File: config.mk
export PLATFORM = sky130hd
export DESIGN_NAME = ms_latch_seq
export DESIGN_NICKNAME = d
export VERILOG_FILES = /design/src/rtl/ms_latch_pkg.sv /design/src/rtl/ms_latch_seq_phase_timer.sv /design/src/rtl/ms_latch_seq.sv
export SDC_FILE = /design/constraint.sdc
export NUM_CORES = 1
export LEC_CHECK = 0
export ABC_AREA = 1
export ABC_CLOCK_PERIOD_IN_PS = 2100
export CAP_MARGIN = 0
export CORE_MARGIN = 2
export CORE_UTILIZATION = 50
export DETAILED_ROUTE_END_ITERATION = 7
export GPL_TIMING_DRIVEN = 0
export PLACE_DENSITY = 0.79
export SYNTH_ARGS = -nofsm -noshare
export SYNTH_HDL_FRONTEND = slang
export SYNTH_HIERARCHICAL = 1
export SYNTH_SLANG_ARGS = --single-unit
File: constraint.sdc
create_clock -name clk -period 2.1 [get_ports clk]
set_input_delay 0.315 -clock clk [delete_from_list [all_inputs] [get_ports clk]]
set_output_delay 0.315 -clock clk [all_outputs]
set_load 0.02 [all_outputs]
File: src/rtl/ms_latch_pkg.sv
// Shared types and helpers for the master-slave latch sequencer.
package ms_latch_pkg;

    typedef enum logic [2:0] {
        IDLE   = 3'd0,
        M_OPEN = 3'd1,
        GAP    = 3'd2,
        S_OPEN = 3'd3,
        ACK    = 3'd4
    } state_t;

    localparam int DEAD_DEF = 2;

    // An open count of zero would give a zero-length enable pulse; treat it as one.
    function automatic int unsigned eff_open(input int unsigned oc);
        return (oc == 0) ? 32'd1 : oc;
    endfunction

endpackage

File: src/rtl/ms_latch_seq_phase_timer.sv
// Loadable down-counter shared by all enable/dead-time phases; zero flags phase end.
// Latency: load takes effect next cycle; no backpressure, counts freely to zero and holds.
module phase_timer #(
    parameter int CW = 4
) (
    input  logic          clk,
    input  logic          rst,
    input  logic          load,
    input  logic [CW-1:0] load_val,
    input  logic          clear,
    output logic          zero
);

    logic [CW-1:0] cnt;

    always_ff @(posedge clk or negedge rst) begin
        if (!rst) begin
            cnt <= '0;
        end else if (clear) begin
            cnt <= '0;
        end else if (load) begin
            cnt <= load_val;
        end else if (cnt != '0) begin
            cnt <= cnt - 1'b1;
        end
    end

    assign zero = (cnt == '0);

endmodule

File: src/rtl/ms_latch_seq.sv
// Sequences master enable, dead time and slave enable for a latch bank; ack at 2N+DEAD after accept.
// Backpressure: req is only sampled in IDLE, so a held req simply waits; abort cancels in-flight phases.
module ms_latch_seq
    import ms_latch_pkg::*;
#(
    parameter int WIDTH = 8,
    parameter int DEAD  = DEAD_DEF,
    parameter int OW    = 4
) (
    input  logic             clk,
    input  logic             rst,
    input  logic             req,
    input  logic [WIDTH-1:0] din,
    input  logic [OW-1:0]    open_cycles,
    input  logic             abort,
    output logic             busy,
    output logic             ack,
    output logic             aborted,
    output logic             en_m,
    output logic             en_s,
    output logic [WIDTH-1:0] d_lat,
    output logic [7:0]       xfer_cnt
);

    localparam int DW = $clog2(DEAD + 1);
    localparam int CW = (OW > DW) ? OW : DW;

    state_t           state_q, state_d;
    logic [CW-1:0]    nm1_q, nm1_d;
    logic [CW-1:0]    nm1_in;
    logic             tmr_load, tmr_clear, tmr_zero;
    logic [CW-1:0]    tmr_val;
    logic             busy_d, ack_d, aborted_d, en_m_d, en_s_d;
    logic [WIDTH-1:0] d_lat_d;
    logic [7:0]       xfer_cnt_d;

    assign nm1_in = CW'(eff_open(32'(open_cycles)) - 32'd1);

    phase_timer #(.CW(CW)) u_timer (
        .clk      (clk),
        .rst      (rst),
        .load     (tmr_load),
        .load_val (tmr_val),
        .clear    (tmr_clear),
        .zero     (tmr_zero)
    );

    always_comb begin
        state_d    = state_q;
        nm1_d      = nm1_q;
        tmr_load   = 1'b0;
        tmr_val    = '0;
        tmr_clear  = 1'b0;
        ack_d      = 1'b0;
        aborted_d  = 1'b0;
        en_m_d     = 1'b0;
        en_s_d     = 1'b0;
        d_lat_d    = d_lat;
        xfer_cnt_d = xfer_cnt;

        case (state_q)
            IDLE: begin
                if (req && !abort) begin
                    state_d  = M_OPEN;
                    nm1_d    = nm1_in;
                    tmr_load = 1'b1;
                    tmr_val  = nm1_in;
                    d_lat_d  = din;
                    en_m_d   = 1'b1;
                end
            end
            M_OPEN: begin
                if (abort) begin
                    state_d   = IDLE;
                    aborted_d = 1'b1;
                    tmr_clear = 1'b1;
                end else if (tmr_zero) begin
                    state_d  = GAP;
                    tmr_load = 1'b1;
                    tmr_val  = CW'(DEAD - 1);
                end else begin
                    en_m_d = 1'b1;
                end
            end
            GAP: begin
                if (abort) begin
                    state_d   = IDLE;
                    aborted_d = 1'b1;
                    tmr_clear = 1'b1;
                end else if (tmr_zero) begin
                    state_d  = S_OPEN;
                    tmr_load = 1'b1;
                    tmr_val  = nm1_q;
                    en_s_d   = 1'b1;
                end
            end
            S_OPEN: begin
                if (abort) begin
                    state_d   = IDLE;
                    aborted_d = 1'b1;
                    tmr_clear = 1'b1;
                end else if (tmr_zero) begin
                    state_d    = ACK;
                    ack_d      = 1'b1;
                    xfer_cnt_d = xfer_cnt + 8'd1;
                    tmr_clear  = 1'b1;
                end else begin
                    en_s_d = 1'b1;
                end
            end
            ACK: begin
                // abort is deliberately ignored here: the transfer already completed
                state_d = IDLE;
            end
            default: begin
                state_d   = IDLE;
                tmr_clear = 1'b1;
            end
        endcase

        busy_d = (state_d != IDLE);
    end

    always_ff @(posedge clk or negedge rst) begin
        if (!rst) begin
            state_q  <= IDLE;
            nm1_q    <= '0;
            busy     <= 1'b0;
            ack      <= 1'b0;
            aborted  <= 1'b0;
            en_m     <= 1'b0;
            en_s     <= 1'b0;
            d_lat    <= '0;
            xfer_cnt <= '0;
        end else begin
            state_q  <= state_d;
            nm1_q    <= nm1_d;
            busy     <= busy_d;
            ack      <= ack_d;
            aborted  <= aborted_d;
            en_m     <= en_m_d;
            en_s     <= en_s_d;
            d_lat    <= d_lat_d;
            xfer_cnt <= xfer_cnt_d;
        end
    end

endmodule

### After elaboration in Yosys (flattened, before gate mapping)

Cells that the tools add are included.

| word-level totals | value |
|---|---|
| register bits after elaboration | 32 |
| output and inout port bits | 21 |

| operators by class | value |
|---|---|
| mux-type cells | 31 |
| reduce and logical (&&, ||, !) cells | 13 |
| equal/unequal tests | 4 |
| bitwise logic cells | 1 |
| add/subtract/negate cells | 3 |

Operator list:

| cell | number |
|---|---|
| 2-to-1 mux 4 bit | 7 |
| 2-to-1 mux 3 bit | 7 |
| one-hot mux 3 bit (4 select lines) | 1 |
| one-hot mux 4 bit (3 select lines) | 1 |
| 2-to-1 mux 1 bit | 11 |
| adder 8 x 1 -> 8 bit, second input constant | 1 |
| zero test 4 bit | 2 |
| subtractor 4 x 1 -> 4 bit, second input constant | 2 |
| == test 3 x 2 -> 1 bit, second input constant | 2 |
| one-hot mux 1 bit (2 select lines) | 3 |
| nonzero test 3 bit | 2 |
| nonzero test 4 bit | 1 |
| OR reduction 2 bit | 2 |
| == test 3 x 1 -> 1 bit, second input constant | 1 |
| == test 3 bit, second input constant | 1 |
| zero test 3 bit | 1 |
| one-hot mux 1 bit (3 select lines) | 1 |
| AND reduction 3 bit | 1 |
| OR reduction 3 bit | 1 |
| AND reduction 2 bit | 1 |
| logical AND 1 bit | 1 |
| zero test 1 bit | 1 |
| inverter 1 bit | 1 |

### Depth between registers and ports, before layout

| logic depth | value |
|---|---|
| depth in word-level cells | 7 |
| gate-level depth with buffers | 12 |

### Cells and area by module

Netlist, hierarchy kept.

By module, submodules not included:

| module | cells an instance | times used | area each (um2) |
|---|---|---|---|
| ms_latch_seq | 167 | 1 | 1372.6 |
| phase_timer | 40 | 1 | 277.8 |

### Worst setup path after synthesis

Ideal clock, no wire load.

| timing path | value |
|---|---|
| path kind | register -> register |
| start | register u_timer.cnt[0] |
| end | register u_timer.cnt[3] |
| stages on the path, launching flop included | 13 |
| arrival | 1851 ps |
| setup slack | 134 ps |
| path through | dfrtp_1 inv_1 ha_1 nand2_1 nor2_2 inv_1 nor2_1 nand3_1 nand3_1 inv_2 or2_1 nand3_1 nor2_1 |

| on the way | value |
|---|---|
| word-level cells in the longest chain between the ends | 6 |
| elaborated cells between the ends (all ways) | 15 |
| classes of those cells | add/sub: 1; mux: 11; reduce/logical: 3 |

RTL lines:

| element | line | source |
|---|---|---|
| start: declaration | ms_latch_seq_phase_timer.sv:14 | `logic [CW-1:0] cnt;` |
| start signal: assignment | ms_latch_seq_phase_timer.sv:22 | `cnt <= load_val;` |
| start signal: assignment | ms_latch_seq_phase_timer.sv:24 | `cnt <= cnt - 1'b1;` |
| zero test 4 bit * | ms_latch_seq_phase_timer.sv:28 | `assign zero = (cnt == '0);` |
| via tmr_zero | ms_latch_seq.sv:31 | `logic tmr_load, tmr_clear, tmr_zero;` |
| 2-to-1 mux 1 bit * | ms_latch_seq.sv:77, ms_latch_seq.sv:90 |  |
| 2-to-1 mux 1 bit * | - |  |
| one-hot mux 1 bit (2 select lines) * | ms_latch_seq.sv:61 | `case (state_q)` |
| via tmr_load | ms_latch_seq.sv:31 |  |
| 2-to-1 mux 4 bit | ms_latch_seq_phase_timer.sv:21 | `end else if (load) begin` |
| 2-to-1 mux 4 bit | ms_latch_seq_phase_timer.sv:19 | `end else if (clear) begin` |

Mark *: on every way through the listed nets, which the timed path passes. The rest lies on a longest branch. The select of a mux whose other input is x is not followed.
A chain may end at the register's enable or synchronous reset.

### Worst setup path in the final report

Same ends and word-level chain as after synthesis.

==> results_dict.tcl <==
set metrics [dict create \
    crit_required_ns 2.35 \
    finish.utilization 0.705 \
    hpwl_mm 2.33 \
    antenna_cells 0 \
    fillers 276 \
    synth_seq_area_share 0.485 \
    fp.coreArea_mm2 0.00310 \
    avgSynthCellArea_um2 7.97 \
    swShare 0.385 \
    maxSlewHeadroom 0.542 \
    r2r_start "u_timer/cnt[0]" \
    period_share 0.914 \
    routedWlPerCell_um 11.0 \
    skew_ns 0.0118 \
    synth_area_mm2 0.00165 \
    async_flop_share 1.00 \
    cts-root-buf "clkbuf_4" \
    crit_family "simple AND/OR/NAND/NOR gates" \
    ys_top_cells_by_count "nand2_1, dfrtp_1, inv_1" \
    p_comb_frac 0.439 \
    status "completed" \
    clock.fmax_mhz 521 \
    placement.cell_area_mm2 0.00206 \
    multi_input_area_um2 737 \
    drt-initial-drc-count 58 \
    cts_max_path_buffers 2 \
    cts_tree "done" \
    synth_cell_types 26 \
    synth_edf_count 0 \
    r2r_end "u_timer/cnt[3]" \
    p_int_uw 1540 \
    critical-path-max-stage-delay_ns 0.40 \
    crit_buf_inv 3 \
    slowest_stage "dfrtp_1" \
    final_cells 299 \
    cap_violations 0 \
    num_rows 20 \
    routabilityCongestion 0.798 \
    netlist_instances 207 \
    power_switching_uw 965 \
    final_area_mm2 0.00219 \
    min_period_ns 1.92 \
    path_clk_slew_ns 0.11 \
    drtAntennaViolNets 0 \
    synth_top_cell_by_area "dfrtp_1" \
    fin_worst_hold_slack_ns 0.00305 \
    path_depth 12 \
    rsz0062_at_grt "false" \
    io_buffer_count 36 \
    p_leak_uw 0.00111 \
    vias_per_cell 4.73 \
    grt_first_pass_wirelength_mm 5.58 \
    ys.flop_type "dfrtp_1" \
    cts-htree-levels 2 \
    synth-seq-cells 32 \
    register_area_um2 801 \
    overflow 0 \
    ys_warn_count 6 \
    synth_nets 226 \
    ff2ff_path_depth 12 \
    synth_top_area_share 0.485 \
    cts_buffers 5 \
    grt_pass1_vias 1300 \
    pwr-share-seq 0.374 \
    cp_cell_sequence "inv_2, ha_1, nand2_1, nor2_4, inv_1, nor2_4, nand3_2, nand3_1, inv_2, or2_1, nand3_1, nor2_1" \
    layout-drive-gt1-share 0.129 \
    die_width_um 61.5 \
    worst_pin_slew_ns 0.686 \
    irDropWorstVdd_mv 0.757 \
    final_nets 273 \
    fp.dieH_um 61.5 \
    grt_max_degree 33 \
    track_usage 0.209 \
    crit_type "reg -> reg" \
    power.density_mw_per_mm2 1150 \
    initial_core_util 0.532 \
    clockPowerShare 0.187 \
    ctsHoldBuffers 0 \
    slew_violations 0 \
    dp_cells 287 \
    finalWirelength_mm 3.30 \
    total_power_uw 2510 \
    drc 0 \
    fp.dieArea_mm2 0.00378 \
    antenna_found_initial 0 \
    hold_violations 0 \
    ios 37 \
    hold_path.class "in -> async" \
    crit_path_end_kind "flop" \
    first_pass_iters 4 \
    start_kind "flop" \
    worst_ep_arrival_time_ns 2.17 \
    r2r_slack_ns 0.18 \
    synth_most_common_cell "nand2_1" \
    clk_latency_ns 0.34 \
    cp_max_fo 9 \
    setup_viol 0 \
    ys_top_cells_by_area "dfrtp_1, nand2_1, inv_1" \
    clock_sinks 32 \
    cp-startpoint "u_timer/cnt[0]" \
    cp-endpoint "u_timer/cnt[3]" \
    areaGrowthSynthToFinish_pct 32.5 \
    vias 1413 \
]
layout by cell type (no fill, tap or decap), types with 4 or more instances in the layout:
master / Yosys / final
buf_4: 0 / 4
clkbuf_4: 0 / 5
clkdlybuf4s50_1: 0 / 35
dfrtp_1: 32 / 32
inv_1: 30 / 29
nand2_1: 62 / 61
nand2_2: 3 / 4
nand3_1: 16 / 15
nor2_1: 17 / 16
nor2_4: 5 / 7
o21ai_0: 13 / 13
per-stage QoR:
stage | worst slack [ns] | setup TNS, ns
final | 0.181 | 0
after global routing | 0.0294 | 0
after CTS | 0.0513 | 0
after detailed placement | -0.186 | -0.510
after global placement | -0.157 | -0.347
after floorplan | 0.134 | 0
logic make-up after synthesis:
family,count (synthesis),synth area share
buffers and inverters,33,0.0804
DFF,32,0.485
AOI/OAI and AO/OA,20,0.0637
and+or+nand+nor,115,0.327
xor gates and xnor gates,4,0.0212
adders and majority gates,3,0.0227
worst reg2reg max path, stage by stage, from the launching register on:
cell     delay (ns)
dfrtp_1        0.40
inv_2          0.08
ha_1           0.18
nand2_1        0.10
nor2_4         0.16
inv_1          0.09
nor2_4         0.13
nand3_2        0.10
nand3_1        0.14
inv_2          0.10
or2_1          0.22
nand3_1        0.08
nor2_1         0.05
power groups by stage:
| stage | Combinational [µW] | Sequential (µW) | Clock (µW) |
|---|---|---|---|
| final | 1100 | 939 | 468 |
| after global routing | 1240 | 966 | 501 |
| after CTS | 1070 | 942 | 478 |
| after detailed placement | 1050 | 945 | 0 |
| after global placement | 1020 | 947 | 0 |
| after floorplan | 526 | 1080 | 0 |
layer usage:
metal,routed length (µm),GRT usage
met4,70,0.109
met1,1540,0.277
met2,1500,0.310
met3,186,0.0630
met5,0,0
cell type report:
type | count | area share
Clock buffer | 6 | 0.0189
Multi-Input combinational cell | 142 | 0.337
Clock inverter | 2 | 0.0160
Sequential cell | 32 | 0.366
Tap cell | 44 | 0.0252
Timing Repair Buffer | 40 | 0.176
Inverter | 31 | 0.0532
Buffer | 2 | 0.00744
registers in the layout (all words and copies together) (netlist names):
register	flops
d_lat	8
xfer_cnt	8
nm1_q	4
u_timer/cnt	4
state_q	3
aborted	1
ack	1
busy	1
en_m	1
en_s	1
what timing repair did:
item,4_1_cts,5_1_grt
buffers inserted,2,2
gates resized for setup,3,3
pin swaps,0,1
setup endpoints to repair,4,4
worst min-delay path by stage:
stage                  start  cells past startpoint             end  slack (ns)
finish                   rst                      1            en_s       0.003
global route             rst                      1  u_timer/cnt[1]        0.05
CTS                      rst                      1      state_q[0]        0.03
detailed placement       rst                      1        d_lat[2]        0.41
global placement    d_lat[2]                      2        d_lat[2]        0.46
floorplan                rst                      0         aborted        0.02
Note: power is estimated with default switching activity, not from simulation.
==> variant 1: new RTL, same settings <==
Make the reset (`rst`) synchronous in 2 clocked blocks.
--- a/src/rtl/ms_latch_seq_phase_timer.sv
+++ b/src/rtl/ms_latch_seq_phase_timer.sv
@@ -14,5 +14,5 @@
     logic [CW-1:0] cnt;
 
-    always_ff @(posedge clk or negedge rst) begin
+    always_ff @(posedge clk) begin
         if (!rst) begin
             cnt <= '0;
--- a/src/rtl/ms_latch_seq.sv
+++ b/src/rtl/ms_latch_seq.sv
@@ -122,5 +122,5 @@
     end
 
-    always_ff @(posedge clk or negedge rst) begin
+    always_ff @(posedge clk) begin
         if (!rst) begin
             state_q  <= IDLE;
Behaviour: differs if rst is asserted again (counterexample within 4 cycles, from zero or initial values and one cycle with rst low); with rst held inactive, the same outputs for 10 cycles.
==> variant 1 against the unedited design <==
- core utilization shrank 2.6 points
- sequential share of layout area down 5.4 points
- die area shrank 4.2%
- routed wire length shrank 8.3%
- synthesized area fell by 4.5%
- worst setup slack gained 0.050 ns
- via count is 6.2% higher
- sequential cell count stayed put
- final cell count grew 4.3%
- design area down 6.1%
- critical path type unchanged
- highest routed layer unchanged
Power is not compared: it rests on default switching activity, and its combinational part moved more than twofold at a synthesized area within 25%.
==> variant 1: results (changes against the unedited design) <==
HP Start nm1_q[0]$_SDFFE_PN0P_; Hold Worst Slack 0.471 ns (+0.468 ns); Worst R2R End u_timer/cnt[0]$_SDFFE_PP0P_; CP max stage delay 0.34 ns (-0.06 ns); routed vias 1500 (+6.2%); Max-Slew Margin vs Limit 0.780 (+0.237); Setup Fix Bufs, Post-CTS 0 (-2); first-pass GRT wire length 5380 um (-3.6%); Final GP Congestion 0.826 (+3.6%); Yosys cell types 27 (+3.8%); post-DR wirelength/cell 9.71 um (-12%); CP endpoint u_timer/cnt[0]$_SDFFE_PP0P_; CTS-repair resized insts 0 (-3); Worst R2R Path Depth 14 (+2); initial antenna violation count 0 (unchanged); flop-to-flop setup slack 0.23 ns (+0.05 ns); list of most frequent post-synthesis cells 53 x nand2_1, 39 x nor2_1, 32 x dfxtp_1; GRT Total Usage 0.199 (-0.00951); CP max-delay cell dfxtp_1; Crit Path Max Fanout 5 (-4); synth top area cells dfxtp_1 41%, nand2_1 13%, nor2_1 9.3%; initial drt markers 66 (+14%); status finished clean; clk buf depth 2 (unchanged); pre-CTS setup slack -0.0456 ns (+0.141 ns); skew final 0.00889 ns (-0.00294 ns); Seq/Total Area, Yosys 0.407 (-0.0785); CP Launch Point u_timer/cnt[0]$_SDFFE_PP0P_; ys async rst share 0 (-1.00); hpwl dp 2340 um (+0.12%); Critical Path AT 2.14 ns (-0.03 ns); Final nets 285 (+4.4%); Hold WC Path Type register to register
==> variant 1: changes by cell type after synthesis, sizes merged, moves of 3 or more <==
cell and change:
a21oi +12, dfxtp +32, inv -3, nand4 +4
dfrtp -32, nand2 -9, nor2 +20, o21ai -3
nand3 -5
==> variant 1: per-stage QoR <==
step / utilization / total power (uW) / area (um2) / instances / TNS [ns]
after floorplan: - / 1120 / 1580 / 224 / 0
after global placement: 0.657 / 1250 / 1990 / 304 / -0.0644
after detailed placement: 0.657 / 1260 / 1990 / 304 / -0.0456
after CTS: 0.678 / 1620 / 2050 / 312 / 0
after global routing: 0.679 / 1730 / 2050 / 312 / 0
final: 0.679 / 1610 / 2050 / 312 / 0
==> variant 1: power groups by stage <==
stage / clock network [uW] / registers [uW] / logic [uW]
global placement: 0 / 725 / 522
CTS: 374 / 713 / 532
floorplan: 0 / 741 / 380
global route: 402 / 721 / 607
detailed placement: 0 / 726 / 530
finish: 364 / 714 / 533
==> variant 1: kinds of logic after synthesis <==
kind of cell | after synthesis | share of synthesized area
DFF | 32 | 0.407
adders and majority gates | 2 | 0.0159
buffers and inverters | 33 | 0.0953
AOI/OAI and AO/OA | 32 | 0.110
and+or+nand+nor | 124 | 0.367
xor gates and xnor gates | 1 | 0.00556
==> variant 1: layout make-up <==
| class | instances | area, um2 |
|---|---|---|
| clock inverters | 2 | 10.0 |
| clock buffers | 6 | 51.3 |
| inverters | 29 | 109 |
| repair buffers | 36 | 360 |
| plain buffers | 4 | 41.3 |
| well taps | 44 | 55.1 |
| multi-input cells | 159 | 787 |
| flip-flops and latches | 32 | 641 |
| fillers | 260 | 973 |
==> variant 1: per-layer routing <==
layer | global-route usage | up-vias | part of all wire
met2 | 0.315 | 23 | 0.46
met5 | 0 | - | 0
met4 | 0.0857 | 0 | 0.017
met3 | 0.0455 | 6 | 0.030
li1 | - | 798 | -
met1 | 0.259 | 673 | 0.49
==> variant 1: worst reg2reg max path, delay by kind of cell, from the launching register on <==
family	cells	cell delay [ns]
compound gates	2	0.19
flops	1	0.34
simple gates	8	0.77
buf+inv	3	0.26
fa+ha+maj	1	0.24
==> variant 2: new RTL, same settings <==
Made on the original files. The parameter `OW` goes from 4 to 3.
--- a/src/rtl/ms_latch_seq.sv
+++ b/src/rtl/ms_latch_seq.sv
@@ -6,5 +6,5 @@
     parameter int WIDTH = 8,
     parameter int DEAD  = DEAD_DEF,
-    parameter int OW    = 4
+    parameter int OW    = 3
 ) (
     input  logic             clk,
Interface: changed (resized open_cycles); port bits go from 37 to 36. The function was not compared with the original's and may differ.
==> variant 2 against the unedited design <==
- via count down 12%
- worst hold slack better by 0.00058 ns
- sequential cell count down 2
- combinational power down 11%
- routed wire length down 2.0%
- power down 13%
- design area down 12%
- critical endpoint is now u_timer/cnt[0]$_DFFE_PN0P_
- critical path type unchanged
- worst setup slack worse by 0.027 ns
- synthesized area down 11%
- core utilization down 1.6 points
==> variant 2: results (changes against the unedited design) <==
status finished clean; Crit Path Max Fanout 8 (-1); CP top delay family simple AND/OR/NAND/NOR gates; Filler Cell Count 238 (-14%); register area 751 um2 (-6.3%); share of layout cells above drive strength 1 0.125 (-0.00441); first-pass GRT wire length 5240 um (-5.9%); clk slew on worst S/H paths 0.09 ns (-0.02 ns); Yosys cell types 24 (-7.7%); Inst Count DP 241 (-16%); synth top area cells dfrtp_1 51%, nand2_1 16%, inv_1 4.8%; seq_cells 30 (-6.3%); list of most frequent post-synthesis cells 62 x nand2_1, 30 x dfrtp_1, 19 x inv_1; CTS Buf Count 5 (unchanged); multi-input gates 119 (-16%); Signal buffers 38 (-9.5%); Port-buffer cells 35 (-2.8%); Least-Margin Pin Slew 0.648 ns (-0.0385 ns); Compound-Gate Fraction of Synth Area 0.0382 (-0.0255); number of logic inverters in the finished layout 23 (-26%); initial drt markers 42 (-28%); Worst IR Drop VDD 0.943 mV (+25%); Synth Area in XOR/XNOR 0.0348 (+0.0136); Initial DRT Pass Iterations 4 (unchanged); Clock H-tree levels 2 (unchanged); CP max stage delay 0.42 ns (+0.02 ns); hpwl dp 2430 um (+4.2%); yosys warns 6 (unchanged); largest net degree at the start of global routing 31 (-6.1%); clock network share of area 0.0268 (-0.00813); root buffer cell clkbuf_4; GRT Total Usage 0.208 (-0.000432); LEAKAGE 0.00100 uW (-9.4%); routed vias 1246 (-12%); Seq/Total Area, Yosys 0.509 (+0.0241); Signal buf overhead 0.191 (+0.00696); Setup Fix Bufs, Post-CTS 0 (-2); ys async rst share 1.00 (unchanged); Routed WL 3240 um (-2.0%); Post-route DRC 0 (unchanged); Vias/cell 5.04 (+6.7%); Mapped Cells 175 (-15%); Adder-Cell Fraction of Synth Area 0.0340 (+0.0112); multi-input combinational area share 0.326 (-0.0112); skew final 0.0142 ns (+0.00232 ns); Final GP Congestion 0.785 (-1.5%); CTS-repair resized insts 0 (-3); syn nets 194 (-14%); clk buf depth 2 (unchanged); ANT cells 0 (unchanged)
## variant 2: cell count changes after synthesis, moves of 4 or more
cell | before | now
inv_1 | 30 | 19
nand3_1 | 16 | 10
nor2_1 | 17 | 11
nor2_4 | 5 | 1
o21ai_0 | 13 | 4
## variant 2: final timing paths
check                                                start                          to  slack (ns)  cells after the start
worst min-delay path                                   rst               ack$_DFF_PN0_       0.004                      1
max in group asynchronous                              rst     xfer_cnt[5]$_DFFE_PN0P_        1.66                      1
worst max register to register  u_timer/cnt[0]$_DFFE_PN0P_  u_timer/cnt[0]$_DFFE_PN0P_        0.15                     11
min in group clk                      d_lat[4]$_DFFE_PN0P_        d_lat[4]$_DFFE_PN0P_        0.48                      2
worst max-delay path            u_timer/cnt[0]$_DFFE_PN0P_  u_timer/cnt[0]$_DFFE_PN0P_        0.15                     11
worst min register to register        d_lat[4]$_DFFE_PN0P_        d_lat[4]$_DFFE_PN0P_        0.48                      2
## variant 2: routing by layer
| metal | up-vias | track usage | part of all wire |
|---|---|---|---|
| li1 | 626 | - | - |
| met4 | 0 | 0.0797 | 0.015 |
| met3 | 6 | 0.0637 | 0.037 |
| met1 | 589 | 0.241 | 0.43 |
| met2 | 25 | 0.361 | 0.52 |
| met5 | - | 0 | 0 |
## variant 2: through the flow
step,worst slack (ns),instance area [um2]
global placement,0.121,1860
detailed placement,0.00451,1860
floorplan,0.347,1470
CTS,0.0178,1910
finish,0.154,1920
global route,0.0282,1920
## variant 2: where the power goes
group	internal, uW	switching, uW	leakage (uW)
logic	413	570	0.000582
clock network	151	183	0.0000302
registers	757	102	0.000393
total	1320	855	0.00100
